--- src/rtl/lab5_g7_capture_pkg.sv ---
// Shared widths and FSM encoding for the lab5 input-capture timer.
package lab5_g7_pkg;
  localparam int CNT_W = 16;
  localparam int PSC_W = 5;

  typedef enum logic [1:0] {IDLE, MEAS_HIGH, MEAS_LOW} cap_state_t;
endpackage

--- src/rtl/lab5_g7_capture_if.sv ---
// Control/result bundle of the capture timer; master drives controls, slave returns results.
interface lab5_g7_capture_if #(
  parameter int CNT_W = lab5_g7_pkg::CNT_W,
  parameter int PSC_W = lab5_g7_pkg::PSC_W
);
  logic             en;
  logic [PSC_W-1:0] psc;
  logic             sig_in;
  logic             ovf_clr;
  logic [CNT_W-1:0] period;
  logic [CNT_W-1:0] high;
  logic             valid;
  logic             ovf;

  modport master (output en, psc, sig_in, ovf_clr, input period, high, valid, ovf);
  modport slave  (input en, psc, sig_in, ovf_clr, output period, high, valid, ovf);
endinterface

--- src/rtl/lab5_g7_capture_psc.sv ---
// Tick prescaler: one tick every psc+1 cycles, restarted whenever psc changes.
module lab5_g7_cap_psc #(
  parameter int PSC_W = 5
) (
  input  logic             clk,
  input  logic             reset,
  input  logic             en,
  input  logic [PSC_W-1:0] psc,
  output logic             tick
);
  logic [PSC_W-1:0] pcnt;
  logic [PSC_W-1:0] psc_q;
  logic             psc_chg;

  assign psc_chg = (psc != psc_q);
  // A new setting suppresses the tick so the first interval is a full psc+1 cycles.
  assign tick    = en & ~psc_chg & (pcnt == psc);

  always_ff @(posedge clk) begin
    if (!reset) begin
      pcnt  <= '0;
      psc_q <= '0;
    end else begin
      psc_q <= psc;
      if (!en || psc_chg || tick) pcnt <= '0;
      else                        pcnt <= pcnt + 1'b1;
    end
  end
endmodule

--- src/rtl/lab5_g7_capture.sv ---
// Input-capture timer: period and high time of sig_in, counted in prescaler ticks.
module lab5_g7_capture #(
  parameter int CNT_W = lab5_g7_pkg::CNT_W,
  parameter int PSC_W = lab5_g7_pkg::PSC_W
) (
  input  logic              clk,
  input  logic              reset,
  lab5_g7_capture_if.slave  bus
);
  import lab5_g7_pkg::*;

  cap_state_t       state;
  logic             s1, s2, s3;
  logic             rise, fall, tick, sat;
  logic [CNT_W-1:0] cnt, cnt_inc, high_tmp;

  lab5_g7_cap_psc #(.PSC_W(PSC_W)) u_psc (
    .clk   (clk),
    .reset (reset),
    .en    (bus.en),
    .psc   (bus.psc),
    .tick  (tick)
  );

  assign rise    = s2 & ~s3;
  assign fall    = ~s2 & s3;
  // Captures include the tick of the current cycle so back-to-back periods lose nothing.
  assign cnt_inc = cnt + CNT_W'(tick);
  assign sat     = tick & (cnt == {CNT_W{1'b1}});

  // Synchronizer runs regardless of en so re-enabling never sees a stale edge.
  always_ff @(posedge clk) begin
    if (!reset) begin
      s1 <= 1'b0;
      s2 <= 1'b0;
      s3 <= 1'b0;
    end else begin
      s1 <= bus.sig_in;
      s2 <= s1;
      s3 <= s2;
    end
  end

  always_ff @(posedge clk) begin
    if (!reset) begin
      state      <= IDLE;
      cnt        <= '0;
      high_tmp   <= '0;
      bus.period <= '0;
      bus.high   <= '0;
      bus.valid  <= 1'b0;
      bus.ovf    <= 1'b0;
    end else begin
      bus.valid <= 1'b0;
      if (bus.ovf_clr) bus.ovf <= 1'b0;
      if (!bus.en) begin
        state <= IDLE;
        cnt   <= '0;
      end else begin
        case (state)
          IDLE: begin
            if (rise) begin
              cnt   <= '0;
              state <= MEAS_HIGH;
            end
          end
          MEAS_HIGH: begin
            if (sat) begin
              bus.ovf <= 1'b1;
              cnt     <= '0;
              state   <= IDLE;
            end else begin
              cnt <= cnt_inc;
              if (fall) begin
                high_tmp <= cnt_inc;
                state    <= MEAS_LOW;
              end
            end
          end
          MEAS_LOW: begin
            if (sat) begin
              bus.ovf <= 1'b1;
              cnt     <= '0;
              state   <= IDLE;
            end else if (rise) begin
              bus.period <= cnt_inc;
              bus.high   <= high_tmp;
              bus.valid  <= 1'b1;
              cnt        <= '0;
              state      <= MEAS_HIGH;
            end else begin
              cnt <= cnt_inc;
            end
          end
          default: begin
            state <= IDLE;
            cnt   <= '0;
          end
        endcase
      end
    end
  end
endmodule

--- src/flat_wrapper.sv ---
// flat-port wrapper written by rule: the top's interface ports become plain ports
module lab5_g7_capture_flat import lab5_g7_pkg::*;
#(
  parameter int CNT_W = lab5_g7_pkg::CNT_W,
  parameter int PSC_W = lab5_g7_pkg::PSC_W
)
  (clk, reset, bus_en, bus_psc, bus_sig_in, bus_ovf_clr, bus_period, bus_high, bus_valid, bus_ovf);
  lab5_g7_capture_if #(.CNT_W(CNT_W), .PSC_W(PSC_W)) bus_i ();
  input  logic clk;
  input  logic reset;
  input wire logic [$bits(bus_i.en)-1:0] bus_en;
  input wire logic [$bits(bus_i.psc)-1:0] bus_psc;
  input wire logic [$bits(bus_i.sig_in)-1:0] bus_sig_in;
  input wire logic [$bits(bus_i.ovf_clr)-1:0] bus_ovf_clr;
  output wire logic [$bits(bus_i.period)-1:0] bus_period;
  output wire logic [$bits(bus_i.high)-1:0] bus_high;
  output wire logic [$bits(bus_i.valid)-1:0] bus_valid;
  output wire logic [$bits(bus_i.ovf)-1:0] bus_ovf;
  assign bus_i.en = bus_en;
  assign bus_i.psc = bus_psc;
  assign bus_i.sig_in = bus_sig_in;
  assign bus_i.ovf_clr = bus_ovf_clr;
  assign bus_period = bus_i.period;
  assign bus_high = bus_i.high;
  assign bus_valid = bus_i.valid;
  assign bus_ovf = bus_i.ovf;
  lab5_g7_capture #(.CNT_W(CNT_W), .PSC_W(PSC_W)) u_core (.clk(clk), .reset(reset), .bus(bus_i));
endmodule
--- config.mk ---
export PLATFORM = sky130hd
export DESIGN_NAME = lab5_g7_capture_flat
export DESIGN_NICKNAME = d
export VERILOG_FILES = /design/src/rtl/lab5_g7_capture_pkg.sv /design/src/rtl/lab5_g7_capture_if.sv /design/src/rtl/lab5_g7_capture_psc.sv /design/src/rtl/lab5_g7_capture.sv /design/src/flat_wrapper.sv
export SDC_FILE = /design/constraint.sdc
export NUM_CORES = 1
export LEC_CHECK = 0
export CELL_PAD_IN_SITES_DETAIL_PLACEMENT = 1
export CELL_PAD_IN_SITES_GLOBAL_PLACEMENT = 2
export CORE_ASPECT_RATIO = 0.75
export CORE_MARGIN = 2
export CORE_UTILIZATION = 35
export DETAILED_ROUTE_END_ITERATION = 10
export DONT_BUFFER_PORTS = 1
export PLACE_DENSITY = 0.85
export SLEW_MARGIN = 15
export SYNTH_ARGS = -nofsm -noshare
export SYNTH_HDL_FRONTEND = slang
export SYNTH_HIERARCHICAL = 1
export SYNTH_SLANG_ARGS = --single-unit
export TNS_END_PERCENT = 50
--- constraint.sdc ---
create_clock -name clk -period 2.74 [get_ports clk]
set_input_delay 0.685 -clock clk [delete_from_list [all_inputs] [get_ports clk]]
set_output_delay 0.685 -clock clk [all_outputs]
set_load 0.05 [all_outputs]
; Yosys cells after proc, flatten, opt, wreduce, memory -nomap -nowiden
; Index checks and enable logic that the tools add are counted.
[totals]
register_bits = 81
inputBits = 10
elab_cells = 58
[classes]
n_addsub = 2
n_eq_ne = 7
mux = 15
bitwise_logic = 12
reduce_logical = 10
[op_table]
columns = op, n
row1 = two-way mux 16 bit, 4
row2 = case mux 16 bit (3 select lines), 1
row3 = adder 16 x 1 -> 16 bit, 1
row4 = "== test 16 bit, second input constant", 1
row5 = two-way mux 2 bit, 4
row6 = AND reduction 4 bit, 2
row7 = inverter 1 bit, 7
row8 = case mux 2 bit (3 select lines), 1
row9 = "adder 5 x 1 -> 5 bit, second input constant", 1
row10 = bitwise AND 1 bit, 5
row11 = == test 5 bit, 1
row12 = two-way mux 1 bit, 5
row13 = != test 5 bit, 1
row14 = OR reduction 2 bit, 2
row15 = OR reduction 4 bit, 1
row16 = "!= test 3 x 1 -> 1 bit, second input constant", 1
row17 = "== test 2 x 1 -> 1 bit, second input constant", 1
row18 = "== test 2 bit, second input constant", 1
row19 = logical NOT 2 bit, 1
row20 = logical OR 1 bit, 2
row21 = "!= test 2 x 1 -> 1 bit, second input constant", 1
row22 = AND reduction 2 bit, 1
row23 = logical NOT 1 bit, 1

; Logic depth before layout (Yosys ltp)
[depth]
ltp_word = 8
mapped_depth = 11
ltp_nobuf = 11

; Hierarchy
; Netlist, hierarchy kept.
[by_module_without_submodules]
columns = module, n_inst, cells_per_inst, area_each_um2, seq_area_each_um2
row1 = lab5_g7_capture, 1, 346, 3136.8, 1421.4
row2 = lab5_g7_cap_psc, 1, 42, 440.4, 200.2

; Least setup slack after synthesis
; OpenSTA, ideal clock, no wires.
[synth_path]
path_kind = input port to flip-flop
startpoint = in bus_psc[4]
endpoint = reg u_core.cnt[8]
setup_ps = 122
t_arrival_ps = 2735
required_time_ps = 2618
slack_ps = -117
cell_stages = 10
n_path_buf = 0
cell_sequence = xnor2_1 nand3_1 nor3_4 and3_1 ha_1 ha_1 nand3_1 or3_1 and3_1 a221o_1
[synth_via]
elab_chain_cells = 8
word_cells_on_any_way = 11
[synth_lines]
columns = element, line_no
row1 = "start, declared", flat_wrapper.sv:12  ; input wire logic [$bits(bus_i.psc)-1:0] bus_psc;
row2 = != test 5 bit, lab5_g7_capture_psc.sv:15  ; assign psc_chg = (psc != psc_q);
row3 = inverter 1 bit, lab5_g7_capture_psc.sv:17  ; assign tick = en & ~psc_chg & (pcnt == psc);
row4 = bitwise AND 1 bit, lab5_g7_capture_psc.sv:17
row5 = bitwise AND 1 bit (*), lab5_g7_capture_psc.sv:17
row6 = net u_core.tick, lab5_g7_capture.sv:14  ; logic rise, fall, tick, sat;
row7 = adder 16 x 1 -> 16 bit, lab5_g7_capture.sv:28  ; assign cnt_inc = cnt + CNT_W'(tick);
row8 = two-way mux 16 bit, lab5_g7_capture.sv:85  ; end else if (rise) begin
row9 = two-way mux 16 bit, lab5_g7_capture.sv:81  ; if (sat) begin
row10 = case mux 16 bit (3 select lines) (*), lab5_g7_capture.sv:60  ; case (state)
row11 = "end signal, assigned", lab5_g7_capture.sv:73  ; cnt <= cnt_inc;
row12 = "end signal, assigned", lab5_g7_capture.sv:92  ; cnt <= cnt_inc;
row13 = "end, declared", lab5_g7_capture.sv:15  ; logic [CNT_W-1:0] cnt, cnt_inc, high_tmp;
; Mark *: on every way through the listed nets, which the timed path passes. The rest lies on a longest branch.
; A chain may end at the register's enable or synchronous reset.

; Final worst setup path
[layout_path]
startpoint = reg u_core.u_psc.pcnt[0]
endpoint = reg u_core.bus.period[10]
[layout_via]
elab_chain_cells = 5
word_cells_on_any_way = 6
[layout_lines]
columns = element, line_no
row1 = "start, declared", lab5_g7_capture_psc.sv:11  ; logic [PSC_W-1:0] pcnt;
row2 = "start signal, assigned", lab5_g7_capture_psc.sv:26  ; else pcnt <= pcnt + 1'b1;
row3 = == test 5 bit (*), lab5_g7_capture_psc.sv:17
row4 = bitwise AND 1 bit (*), lab5_g7_capture_psc.sv:17
row5 = net u_core.tick, lab5_g7_capture.sv:14
row6 = "parallel branches: the longest is 3 deep, another holds adder 16 x 1 -> 16 bit", n/a
row7 = "end signal, assigned", lab5_g7_capture.sv:86  ; bus.period <= cnt_inc;
row8 = "end, declared", lab5_g7_capture_if.sv:16  ; modport slave (input en, psc, sig_in, ovf_clr, output period, high, valid, ovf);
; Mark *: on every way through the listed nets, which the timed path passes.

==> impl_summary.md <==
Outcome
The flow ran to the end, and the final reports show no timing, DRC or antenna violations.

Global routing
Global routing consumed, over all layers together, 17.3% of the routing resources. The first global-routing pass estimated about 15000 µm of wire. Global routing finished with a remaining overflow of 0. The via count of the first global-routing pass came to 2874. Entering global routing, the biggest net connects 85 pins. The initial antenna violation count is 0.

Setup path
The worst flop-to-flop path startpoint is u_core/u_psc/pcnt[0]. The depth of the worst register-to-register path is 12. The total buffers and inverters traversed by the critical path is 1. The largest stage delay on the critical path is between 0.4 and 0.5 ns. The critical path crosses 12 cells after its start point. On the critical path the largest part of the delay comes from simple AND/OR/NAND/NOR gates. The data arrival time of the critical path is 2.79 ns. The worst setup path is launched from a flop.

The end of the worst register-to-register path is u_core/bus.period[10]. The kind of end point of the critical path is a flop. The critical path goes through xnor2_1 > nand3_1 > nor3_4 > and3_4 > ha_1 > ha_1 > nand3_2 > buf_4 > nor3_1 > xnor2_1 > nand2_1 > o211a_1. The worst setup path is of the reg2reg kind. Data on the critical path is required at its endpoint by 2.97 ns. The setup check on the worst reg-to-reg path leaves a slack of 0.17 ns. The cell at the slowest stage of the critical path is sky130_fd_sc_hd__dfxtp_1. In this run the worst path has a maximum fanout of 5.

Synthesis
The most common flop cell mapped by yosys is sky130_fd_sc_hd__dfxtp_1. The post-synthesis area per instance is 9.22 µm². The number of storage elements in the synthesis netlist is 81.

The total nets after synthesis is 406. The Yosys step of the flow raised 6 warnings. Counting flops with a built-in enable in the synthesized netlist gives 0. The share of flip-flops with an asynchronous set or reset after synthesis is 0%.

The synthesized netlist occupies a cell area of 3580 µm². The proportion of synthesized chip area in sequential cells is between 40% and 50%. The number of distinct library cells after synthesis is 56. Synthesis produced 388 cells.

Clock network
The maximum level of the CTS H-tree is 3. The maximum buffer depth of the clock tree is 2. The clock transition at the register clock pins on the worst setup and hold paths after CTS is 0.07 ns. The master cell of the clock root buffer is sky130_fd_sc_hd__clkbuf_16. Post-CTS repair changed the size of 0 cells. TritonCTS built the clock tree. The buffers inserted during post-CTS setup optimization is 0.

The later pin in the worst-skew pair is clocked with a latency of ~0.33 ns. The quantity of hold-fixing buffers added after cts is 0. The TritonCTS sink count is 81.

The number of buffers created by CTS is 9.

Floorplanning
The core region is 9810 µm². The die is ~120 µm wide. The initial standard-cell utilization of the core is 36.5%. The floorplan die area is 11100 µm². The row count is 31. The y dimension of the die is 91.6 µm. The number of top-level design ports is 44.

Worst hold path
Counting instances, the worst hold path has a depth of 1. The worst hold path begins at u_core/s1. The tightest min-delay check is of the reg2reg type. The path with the worst hold slack has its endpoint at u_core/s2.

Placed design
The HPWL after detailed placement is ~6200 µm. Routability-driven placement finished with a final weighted congestion of 0.805. The placed instance count is around 510.

In this run the cell area measured after placement is 3760 µm². The number of buffers added on ports is 0.

Finish
Summing all non-filler instances in the final layout gives an area of 4050 µm². The filler cells instantiated in the layout total approximately 1100. At the end of the flow, the number of nets in the layout was 408. Cells with a size suffix above 1 make up 13.2% of the layout. The combined flip-flop and latch cell area is around 1600 µm².

0 antenna diodes ended up in the layout. The post-route non-filler standard cell count is between 500 and 600. The multi-input combinational cells in the finished layout cover a total of roughly 1800 µm². The signed area change from the synthesized netlist to the final layout is 13.2%.

STA
For the pin with the worst max-slew slack, the measured transition is 0.558 ns. The upper clock frequency limit is 390 MHz. Setup repair after global routing left no endpoint under its margin. The worst slew slack as a fraction of its limit is 62.6%. The clock tree skew after final layout is 0.0119 ns. Of the available clock period, the critical path in the final layout requires 93.7%. Final hold analysis gives a worst-case slack of 0.447 ns. The number of hold violations in the final report came to 0. The number of pins exceeding their max-slew limit in the final report came to 0. The clock period minus worst slack is between 2 and 3 ns. The count of final setup violators is 0.

Drt
The average via count per standard cell is 5.35. The DRC violations left is 0. The detailed router finished its first iteration with roughly 200 violations. The first detailed-routing pass took 4 iterations. Dividing the detail-routed wire length by the instance count gives about 17 µm. The post-route antenna net violation count is 0. The total routed wirelength is 9030 µm. The routed layout has 2818 vias.

Power
The power per cell area is 586 nW/µm². The leakage power is around 1.6 nW. IR analysis of the VDD net gives a maximum drop of 0.258 mV.

Run
The count of max-cap constraint violations is 0.
==> cell usage in the layout (no fill, tap or decap), drive strengths merged, types with 3 or more instances in the layout <==
master,n
ha,8
and2,12
xnor2,18
nor2b,3
xor2,8
nor4,7
nor3,10
inv,8
nand2,54
nand4,4
clkinvlp,3
nand3,42
dfxtp,81
clkbuf,10
a21oi,14
o21ai,34
a22o,5
buf,16
nor2,8
o211a,17
and3,3
==> worst max-delay path by stage <==
| stage | start | end | slack [ns] |
|---|---|---|---|
| 4_1_cts | u_core/u_psc/pcnt[0] | u_core/bus.period[10] | 0.17 |
| 3_5_place_dp | bus_psc[0] | u_core/bus.period[8] | -0.03 |
| 6_report | u_core/u_psc/pcnt[0] | u_core/bus.period[10] | 0.17 |
| 3_3_place_gp | bus_psc[4] | u_core/high_tmp[8] | 0.006 |
| 2_1_floorplan | bus_psc[4] | u_core/cnt[8] | 0.008 |
| 5_1_grt | u_core/u_psc/pcnt[0] | u_core/bus.period[8] | 0.002 |
==> power by group <==
group,switching [W],internal [W],leakage (nW)
Clock,0.000500,0.000646,0.132
Combinational,0.0000214,0.0000184,0.828
Sequential,0.00000322,0.00118,0.654
==> stage by stage <==
step                      TNS [ns]  setup slack (ns)  utilization (%)  power [W]
after floorplan                  0           0.00825                -    0.00126
after global placement           0           0.00643             38.3    0.00125
after global routing             0           0.00183             41.2    0.00245
after CTS                        0             0.167             41.2    0.00241
after detailed placement   -0.0668           -0.0291             38.3    0.00125
final                            0             0.174             41.2    0.00237
==> registers in the layout, summed over array words and instances, names as in the netlist, 2 cells and up <==
signal,count
u_core/u_psc/psc_q,5
u_core/bus.high,16
u_core/bus.period,16
u_core/cnt,16
u_core/state,2
u_core/u_psc/pcnt,5
u_core/high_tmp,16
==> metal layers <==
metal	GRT usage, %	vias up	routed length (µm)
li1	-	1369	-
met1	23.5	1404	4490
met2	26.5	43	4010
met3	5.72	2	513
met4	3.78	0	14
met5	0	-	0
==> logic make-up after synthesis <==
| family | Yosys count | synth area share (%) |
|---|---|---|
| buffers and inverters | 31 | 4.79 |
| xor gates and xnor gates | 26 | 6.37 |
| and+or+nand+nor | 154 | 23.3 |
| muxes | 3 | 0.874 |
| DFF | 81 | 45.3 |
| adders and majority gates | 8 | 2.80 |
| AOI/OAI and AO/OA | 85 | 16.5 |
==> worst register-to-register path: stages (launching register included) <==
cell and delay (ns):
sky130_fd_sc_hd__dfxtp_1 0.42, sky130_fd_sc_hd__xnor2_1 0.15, sky130_fd_sc_hd__nand3_1 0.14, sky130_fd_sc_hd__nor3_4 0.15
sky130_fd_sc_hd__and3_4 0.22, sky130_fd_sc_hd__ha_1 0.16, sky130_fd_sc_hd__ha_1 0.19, sky130_fd_sc_hd__nand3_2 0.12
sky130_fd_sc_hd__buf_4 0.20, sky130_fd_sc_hd__nor3_1 0.24, sky130_fd_sc_hd__xnor2_1 0.24, sky130_fd_sc_hd__nand2_1 0.10
sky130_fd_sc_hd__o211a_1 0.13
==> area by class of cell <==
class / count / share of cell area [%]
Timing Repair Buffer: 16 / 3.59
Sequential cell: 81 / 40.1
Inverter: 6 / 0.556
Tap cell: 132 / 4.08
Multi-Input combinational cell: 276 / 44.6
Clock inverter: 6 / 1.21
Clock buffer: 10 / 5.90
==> cell usage after synthesis, types with 3 or more instances <==
cell type                  instances  area share [%]
sky130_fd_sc_hd__and3_1            3            0.52
sky130_fd_sc_hd__xor2_1            8             2.0
sky130_fd_sc_hd__nor4_1            4            0.70
sky130_fd_sc_hd__a21oi_1          13             1.8
sky130_fd_sc_hd__nor2b_1           3            0.52
sky130_fd_sc_hd__o211a_1          17             4.8
sky130_fd_sc_hd__ha_1              8             2.8
sky130_fd_sc_hd__inv_1             6            0.63
sky130_fd_sc_hd__nand3_1          42             5.9
sky130_fd_sc_hd__buf_1             3            0.31
sky130_fd_sc_hd__dfxtp_1          81              45
sky130_fd_sc_hd__nor3_1            8             1.1
sky130_fd_sc_hd__nor2_1            8            0.84
sky130_fd_sc_hd__o21ai_0          33             4.6
sky130_fd_sc_hd__clkbuf_1         10             1.0
sky130_fd_sc_hd__and2_1           11             1.9
sky130_fd_sc_hd__nand2_1          54             5.7
sky130_fd_sc_hd__buf_2             5            0.70
sky130_fd_sc_hd__xnor2_1          18             4.4
sky130_fd_sc_hd__a22o_2            4             1.1
Note: power is estimated with default switching activity, not from simulation.
